==> config.mk <==
export PLATFORM = sky130hd
export DESIGN_NAME = mem_access_unit
export DESIGN_NICKNAME = d
export VERILOG_FILES = /design/src/rtl/mem_access_unit_pkg.sv /design/src/rtl/mem_access_unit_store_align.sv /design/src/rtl/mem_access_unit.sv
export SDC_FILE = /design/constraint.sdc
export NUM_CORES = 1
export LEC_CHECK = 0
export BUFFER_PORTS_ARGS = -buffer_cell sky130_fd_sc_hd__buf_2
export CAP_MARGIN = 20
export CELL_PAD_IN_SITES_DETAIL_PLACEMENT = 0
export CELL_PAD_IN_SITES_GLOBAL_PLACEMENT = 2
export CORE_ASPECT_RATIO = 0.9
export CORE_MARGIN = 1
export CORE_UTILIZATION = 27
export DETAILED_ROUTE_END_ITERATION = 7
export GPL_ROUTABILITY_DRIVEN = 0
export GPL_TIMING_DRIVEN = 0
export PLACE_DENSITY = 0.84
export SYNTH_ARGS = -nofsm -noshare
export SYNTH_HDL_FRONTEND = slang
export SYNTH_SLANG_ARGS = --single-unit
==> constraint.sdc <==
create_clock -name clk -period 4.6 [get_ports clk]
set_clock_uncertainty 0.1 [all_clocks]
set_input_delay 0 -clock clk [delete_from_list [all_inputs] [get_ports clk]]
set_output_delay 0 -clock clk [all_outputs]
set_load 0.05 [all_outputs]
==> src/rtl/mem_access_unit_pkg.sv <==
// Shared definitions for the MEM-stage access unit: FSM states, funct3 codes,
// data width and timeout default, plus the alignment check used by the trap option.
package mem_access_unit_pkg;

    localparam int CPU_DATA_BITS = 32;
    localparam int MAX_WAIT_DEF  = 255;

    localparam logic [2:0] FNC_LB  = 3'b000;
    localparam logic [2:0] FNC_LH  = 3'b001;
    localparam logic [2:0] FNC_LW  = 3'b010;
    localparam logic [2:0] FNC_LBU = 3'b100;
    localparam logic [2:0] FNC_LHU = 3'b101;
    localparam logic [2:0] FNC_SB  = 3'b000;
    localparam logic [2:0] FNC_SH  = 3'b001;
    localparam logic [2:0] FNC_SW  = 3'b010;

    typedef enum logic [1:0] {
        S_IDLE = 2'd0,
        S_REQ  = 2'd1,
        S_WAIT = 2'd2,
        S_RESP = 2'd3
    } mau_state_t;

    // Store funct3 codes alias the load ones, so LH covers SH and LW covers SW.
    function automatic logic is_misaligned(input logic [2:0] funct, input logic [1:0] lo);
        case (funct)
            FNC_LH, FNC_LHU: return lo[0];
            FNC_LW:          return (lo != 2'b00);
            default:         return 1'b0;
        endcase
    endfunction

endpackage

==> src/rtl/mem_access_unit_store_align.sv <==
// Store lane steering: byte write enables from funct3/addr[1:0] and
// lane-replicated store data so any byte/half lands on every possible lane.
module mem_access_unit_store_align
    import mem_access_unit_pkg::*;
#(
    parameter int DATA_W = CPU_DATA_BITS
) (
    input  logic [2:0]        i_funct,
    input  logic [1:0]        i_addr_lo,
    input  logic [DATA_W-1:0] i_wdata,
    output logic [3:0]        o_we,
    output logic [DATA_W-1:0] o_wdata
);

    always_comb begin
        o_we    = 4'b0000;
        o_wdata = i_wdata;
        case (i_funct)
            FNC_SB: begin
                o_we    = 4'b0001 << i_addr_lo;
                o_wdata = {(DATA_W/8){i_wdata[7:0]}};
            end
            FNC_SH: begin
                o_we    = i_addr_lo[1] ? 4'b1100 : 4'b0011;
                o_wdata = {(DATA_W/16){i_wdata[15:0]}};
            end
            FNC_SW: begin
                o_we    = 4'b1111;
            end
            default: ;
        endcase
    end

endmodule

==> src/rtl/mem_access_unit.sv <==
// MEM-stage load/store unit: req/gnt/rvalid handshake, pipeline stall, timeout
// abort, raw word to WB. Optional misalignment trap under `MISALIGN_TRAP_EN.
module mem_access_unit
    import mem_access_unit_pkg::*;
#(
    parameter int DATA_W   = CPU_DATA_BITS,
    parameter int ADDR_W   = 32,
    parameter int MAX_WAIT = MAX_WAIT_DEF
) (
    input  logic              clk,
    input  logic              rst,
    input  logic              ex_valid,
    input  logic              ex_is_load,
    input  logic              ex_is_store,
    input  logic [2:0]        ex_funct,
    input  logic [ADDR_W-1:0] ex_addr,
    input  logic [DATA_W-1:0] ex_wdata,
    output logic              stall,
    output logic              dmem_req,
    output logic [3:0]        dmem_we,
    output logic [ADDR_W-1:0] dmem_addr,
    output logic [DATA_W-1:0] dmem_wdata,
    input  logic              dmem_gnt,
    input  logic              dmem_rvalid,
    input  logic [DATA_W-1:0] dmem_rdata,
    output logic              wb_valid,
    output logic [2:0]        wb_funct,
    output logic [ADDR_W-1:0] wb_addr,
    output logic [DATA_W-1:0] wb_rdata,
    output logic              wb_timeout,
    output logic              wb_misalign
);

    localparam int CNT_W = $clog2(MAX_WAIT + 1);

    mau_state_t        r_state, w_next;
    logic [CNT_W-1:0]  r_cnt;
    logic [2:0]        r_funct;
    logic [ADDR_W-1:0] r_addr;
    logic [DATA_W-1:0] r_wdata;
    logic [DATA_W-1:0] r_rdata;
    logic              r_is_store;
    logic              r_timeout;
    logic              r_misalign;

    logic              w_accept;
    logic              w_misalign;
    logic              w_to;
    logic              w_busy;
    logic              w_stall;
    logic              w_req;
    logic              w_cap;
    logic              w_resp;
    logic [3:0]        w_we;
    logic [DATA_W-1:0] w_wdata;

    assign w_accept = ex_valid & (ex_is_load | ex_is_store);
    assign w_busy   = (r_state == S_REQ) | (r_state == S_WAIT);
    // Timeout cycle drops the request, so a gnt/rvalid in it is simply not looked at.
    assign w_to     = w_busy & (r_cnt == CNT_W'(MAX_WAIT));
    assign w_resp   = (r_state == S_RESP);

`ifdef MISALIGN_TRAP_EN
    assign w_misalign = is_misaligned(ex_funct, ex_addr[1:0]);
`else
    assign w_misalign = 1'b0;
`endif

    always_ff @(posedge clk) begin
        if (rst) r_state <= S_IDLE;
        else     r_state <= w_next;
    end

    always_comb begin
        w_next  = r_state;
        w_stall = 1'b0;
        w_req   = 1'b0;
        w_cap   = 1'b0;
        case (r_state)
            S_IDLE: begin
                if (w_accept) begin
                    w_stall = 1'b1;
                    w_next  = w_misalign ? S_RESP : S_REQ;
                end
            end
            S_REQ: begin
                w_stall = 1'b1;
                if (w_to) begin
                    w_next = S_RESP;
                end else begin
                    w_req = 1'b1;
                    if (dmem_gnt) begin
                        if (r_is_store) begin
                            w_next = S_RESP;
                        end else if (dmem_rvalid) begin
                            w_cap  = 1'b1;
                            w_next = S_RESP;
                        end else begin
                            w_next = S_WAIT;
                        end
                    end
                end
            end
            S_WAIT: begin
                w_stall = 1'b1;
                if (w_to) begin
                    w_next = S_RESP;
                end else if (dmem_rvalid) begin
                    w_cap  = 1'b1;
                    w_next = S_RESP;
                end
            end
            S_RESP: w_next = S_IDLE;
            default: w_next = S_IDLE;
        endcase
    end

    always_ff @(posedge clk) begin
        if (rst) begin
            r_cnt      <= '0;
            r_funct    <= '0;
            r_addr     <= '0;
            r_wdata    <= '0;
            r_rdata    <= '0;
            r_is_store <= 1'b0;
            r_timeout  <= 1'b0;
            r_misalign <= 1'b0;
        end else if ((r_state == S_IDLE) && w_accept) begin
            r_cnt      <= '0;
            r_funct    <= ex_funct;
            r_addr     <= ex_addr;
            r_wdata    <= ex_wdata;
            r_rdata    <= '0;
            r_is_store <= ex_is_store & ~ex_is_load;
            r_timeout  <= 1'b0;
            r_misalign <= w_misalign;
        end else begin
            if (w_busy) r_cnt     <= r_cnt + CNT_W'(1);
            if (w_cap)  r_rdata   <= dmem_rdata;
            if (w_to)   r_timeout <= 1'b1;
        end
    end

    mem_access_unit_store_align #(
        .DATA_W (DATA_W)
    ) u_store_align (
        .i_funct   (r_funct),
        .i_addr_lo (r_addr[1:0]),
        .i_wdata   (r_wdata),
        .o_we      (w_we),
        .o_wdata   (w_wdata)
    );

    assign stall       = w_stall;
    assign dmem_req    = w_req;
    assign dmem_addr   = {r_addr[ADDR_W-1:2], 2'b00};
    assign dmem_we     = (w_req & r_is_store) ? w_we : 4'b0000;
    assign dmem_wdata  = w_wdata;

    assign wb_valid    = w_resp;
    assign wb_funct    = w_resp ? r_funct    : 3'b000;
    assign wb_addr     = w_resp ? r_addr     : '0;
    assign wb_rdata    = w_resp ? r_rdata    : '0;
    assign wb_timeout  = w_resp & r_timeout;
    assign wb_misalign = w_resp & r_misalign;

endmodule

==> out/qor.tcl <==
set qor(clkPwrFrac_pct) 25.7
set qor(wirelength_microns) 19100
set qor(post_synth_xor_area_fraction_pct) 1.13
set qor(io_pins) 246
set qor(grt_pass1_vias) 5583
set qor(max-vdd-ir-drop_mv) 0.244
set qor(detail_route.iter0.violations) 177
set qor(grt_start_max_net_pins) 20
set qor(outcome) {complete, no violations}
set qor(root_buf_cell) {sky130_fd_sc_hd__clkbuf_16}
set qor(synth.yosys.seq_area_share_pct) 41.0
set qor(post_synth_fa_ha_maj_area_fraction_pct) 1.38
set qor(worst_path_max_delay_cell) {sky130_fd_sc_hd__clkbuf_1}
set qor(postcts_setup_bufs) 0
set qor(maximum_frequency_from_static_timing_analysis_mhz) 374
set qor(max_cap_violations) 0
set qor(dp_area_sq_mm) 0.00695
set qor(clk_latency_ns) 0.35
set qor(syn_area_sq_mm) 0.00542
set qor(report.final.hold_viol_count) 0
set qor(cts_sinks) 111
set qor(setup_violations) 0
set qor(power.sequential.fraction_pct) 33.9
set qor(place.detailed.hpwl_microns) 13900
set qor(most_frequent_cells_in_the_layout) {sky130_fd_sc_hd__buf_2 (263), sky130_fd_sc_hd__nand2_1 (137), sky130_fd_sc_hd__a21oi_1 (112)}
set qor(floorplan.rows) 48
set qor(switchingPower_mw) 1.40
set qor(worstPathCellList) {ha_1, clkbuf_1, clkbuf_1, and2_1, buf_2}
set qor(clk_pin_slew_ns) 0.08
set qor(synth_enable_flop_cells) 0
set qor(swShare_pct) 41.2
set qor(leakage_nw) 3.88
set qor(timing.final.crit_period_ns) 2.67
set qor(ys.flop_type) {sky130_fd_sc_hd__dfxtp_1}
set qor(cpMostUsedCell) {sky130_fd_sc_hd__clkbuf_1}
set qor(timing.setup.critical_path_class) {flop to output pin}
set qor(crit_path_start_kind) {flop}
set qor(total_via_count_after_detailed_routing) 5810
set qor(synth_compound_gate_area_share_pct) 14.9
set qor(min-delay-path-class) {input pin to flop}
set qor(die_h_microns) 136
set qor(port-buffer-count) 241
set qor(core_area_sq_mm) 0.0194
set qor(cellPowerDensity_mw_per_mm2) 410
set qor(post_drt_wl_per_cell_microns) 14.6
set qor(synth.area.mux_share_pct) 4.98
set qor(grt-ovfl-total) 0
set qor(crit_path_end_kind) {output pin}
set qor(async_reset_ff_share_pct) 0
set qor(max_incr_delay_on_cp_ns) 0.61
set qor(syn2layout_area_growth_pct) 53.4
set qor(start_util_pct) 28.0
set qor(drtPass1Iterations) 6
set qor(largest_family_of_logic_cells_by_synthesized_area) {simple AND/OR/NAND/NOR gates}
set qor(number_of_fill_cells_in_the_layout) 2059
set qor(synth-warning-count) 0
set qor(number_of_distinct_library_cells_after_synthesis) 41
set qor(cts_htree_levels) 3
set qor(avgViaCountPerCell) 4.45
set qor(num_antenna_cells) 0
set qor(grt_first_pass_wirelength_microns) 29000
set qor(mostFrequentLayoutCell) {sky130_fd_sc_hd__buf_2}
set qor(cell_internal_pwr_mw) 2.01
set qor(cts_inserted_buffers) 9
set qor(drt_drc_violations_left) 0
set qor(setup_total_negative_slack_ns) 0
set qor(worst_max_slew_pin_slew_ns) 0.731
set qor(multi_input_area_sq_mm) 0.00260
set qor(antenna_left) 0
set qor(register_cell_area_after_layout_sq_mm) 0.00222
set qor(postSynthAreaPerCell_sq_um) 7.84
set qor(final_area_sq_mm) 0.00832
set qor(chipWidth_microns) 151
set qor(cts-root-to-sink-buffers) 2
set qor(synth_cells) 692
set qor(yosys_register_bits) 111
set qor(grt_usage_pct) 18.3
set qor(synth-simple-area-share_pct) 25.4
set qor(tritoncts) {yes}
set qor(timing.critical_path.arrival_ns) 2.57
set qor(rsz_0062_raised_after_global_routing) {false}
set qor(required_ns) 4.50
set qor(post-route-period-util_pct) 58.1
set qor(grt_antenna_before_repair) 1
set qor(slew_headroom_pct) 51.3
set qor(final_max_slew_viol_count) 0
set qor(pwr-share-comb_pct) 40.4
set qor(design.final.nets) 1162
set qor(fraction_of_layout_instances_using_a_drive_strength_above_1_pct) 33.6
set qor(cp_max_fo) 10
set qor(dieArea_sq_mm) 0.0207
logic make-up (layout without fill, tap and decap cells):
group                      count (synthesis)  count (layout)
muxes                                     25              25
buffers and inverters                    100             461
AOI/OAI and AO/OA                        155             155
adders and majority gates                  6               6
xor gates and xnor gates                   7               7
and+or+nand+nor                          287             287
other                                      1               3
DFF                                      111             111
power groups by stage:
stage | logic, mW | registers, mW | clock network [mW]
2_1_floorplan | 0.985 | 1.15 | 0
3_3_place_gp | 1.32 | 1.18 | 0
3_5_place_dp | 1.31 | 1.18 | 0
4_1_cts | 1.39 | 1.16 | 0.903
5_1_grt | 1.50 | 1.18 | 0.942
6_report | 1.38 | 1.16 | 0.877
synthesized netlist by cell type, types with 2 or more instances:
cell                       instances  area [sq um]
sky130_fd_sc_hd__a21oi_1         112           561
sky130_fd_sc_hd__and2_1           70           438
sky130_fd_sc_hd__buf_2            22           110
sky130_fd_sc_hd__buf_4            44           330
sky130_fd_sc_hd__buf_6             5          56.3
sky130_fd_sc_hd__clkbuf_1         21          78.8
sky130_fd_sc_hd__clkbuf_2          2          10.0
sky130_fd_sc_hd__dfxtp_1         111          2220
sky130_fd_sc_hd__ha_1              6          75.1
sky130_fd_sc_hd__inv_1             6          22.5
sky130_fd_sc_hd__mux2_2           16           180
sky130_fd_sc_hd__mux2i_1           9          90.1
sky130_fd_sc_hd__nand2_1         137           514
sky130_fd_sc_hd__nand2b_1          2          12.5
sky130_fd_sc_hd__nand3_1          36           180
sky130_fd_sc_hd__nand4_1           6          37.5
sky130_fd_sc_hd__nor2_1           22          82.6
sky130_fd_sc_hd__nor2_2            3          18.8
sky130_fd_sc_hd__nor2b_1           2          12.5
sky130_fd_sc_hd__o21ai_0          30           150
sky130_fd_sc_hd__o21ai_1           4          20.0
sky130_fd_sc_hd__or2_1             2          12.5
sky130_fd_sc_hd__xor2_1            6          52.6
worst max-delay path, delay by kind of cell (launching register included):
family | cells | cell delay (ns)
buffers and inverters | 3 | 1.22
DFF | 1 | 0.39
adders and majority gates | 1 | 0.40
and+or+nand+nor | 1 | 0.20
final timing paths:
check | start | endpoint | slack (ns) | depth (start not counted)
setup / recovery | r_state[1]$_SDFFE_PP0P_ | wb_rdata[12] | 1.93 | 5
hold / removal | dmem_rvalid | r_rdata[31]$_SDFFE_PP0P_ | 0.02 | 4
setup reg to reg | r_state[0]$_SDFFE_PP0P_ | r_state[0]$_SDFFE_PP0P_ | 2.20 | 7
hold reg to reg | r_wdata[22]$_SDFFE_PP0P_ | r_wdata[22]$_SDFFE_PP0P_ | 0.36 | 2
repair_timing:
item	CTS	global route
hold buffers	104	0
resized for setup	0	0
hold endpoints to repair	102	0
routing by layer:
metal	wire (microns)	track usage, %
met5	0	0
met4	282	5.33
met3	1370	4.70
met2	8680	30.0
met1	8730	23.4
sequential cells by signal (all words and copies together) (netlist names):
signal and count:
r_addr 32, r_rdata 32, r_wdata 32, r_cnt 8, r_funct 3, r_state 2
r_is_store 1, r_timeout 1
stage by stage:
step | util [%] | hold slack, ns | total power, mW | instances | setup slack [ns]
6_report | 42.9 | 0.0240 | 3.41 | 1305 | 1.93
3_5_place_dp | 35.8 | 0.145 | 2.49 | 1185 | 2.24
5_1_grt | 42.9 | 0.0557 | 3.62 | 1305 | 1.71
3_3_place_gp | 35.8 | 0.143 | 2.49 | 1185 | 2.23
4_1_cts | 42.9 | 0.0112 | 3.45 | 1305 | 1.84
2_1_floorplan | - | 0.0360 | 2.13 | 694 | 2.50
area by class of cell:
type / count / share of cell area, %
Buffer: 94 / 7.04
Clock buffer: 9 / 2.71
Clock inverter: 7 / 1.23
Inverter: 6 / 0.271
Multi-Input combinational cell: 483 / 31.3
Sequential cell: 111 / 26.7
Tap cell: 250 / 3.76
Timing Repair Buffer: 345 / 27.0
(Power assumes the default switching activity.)
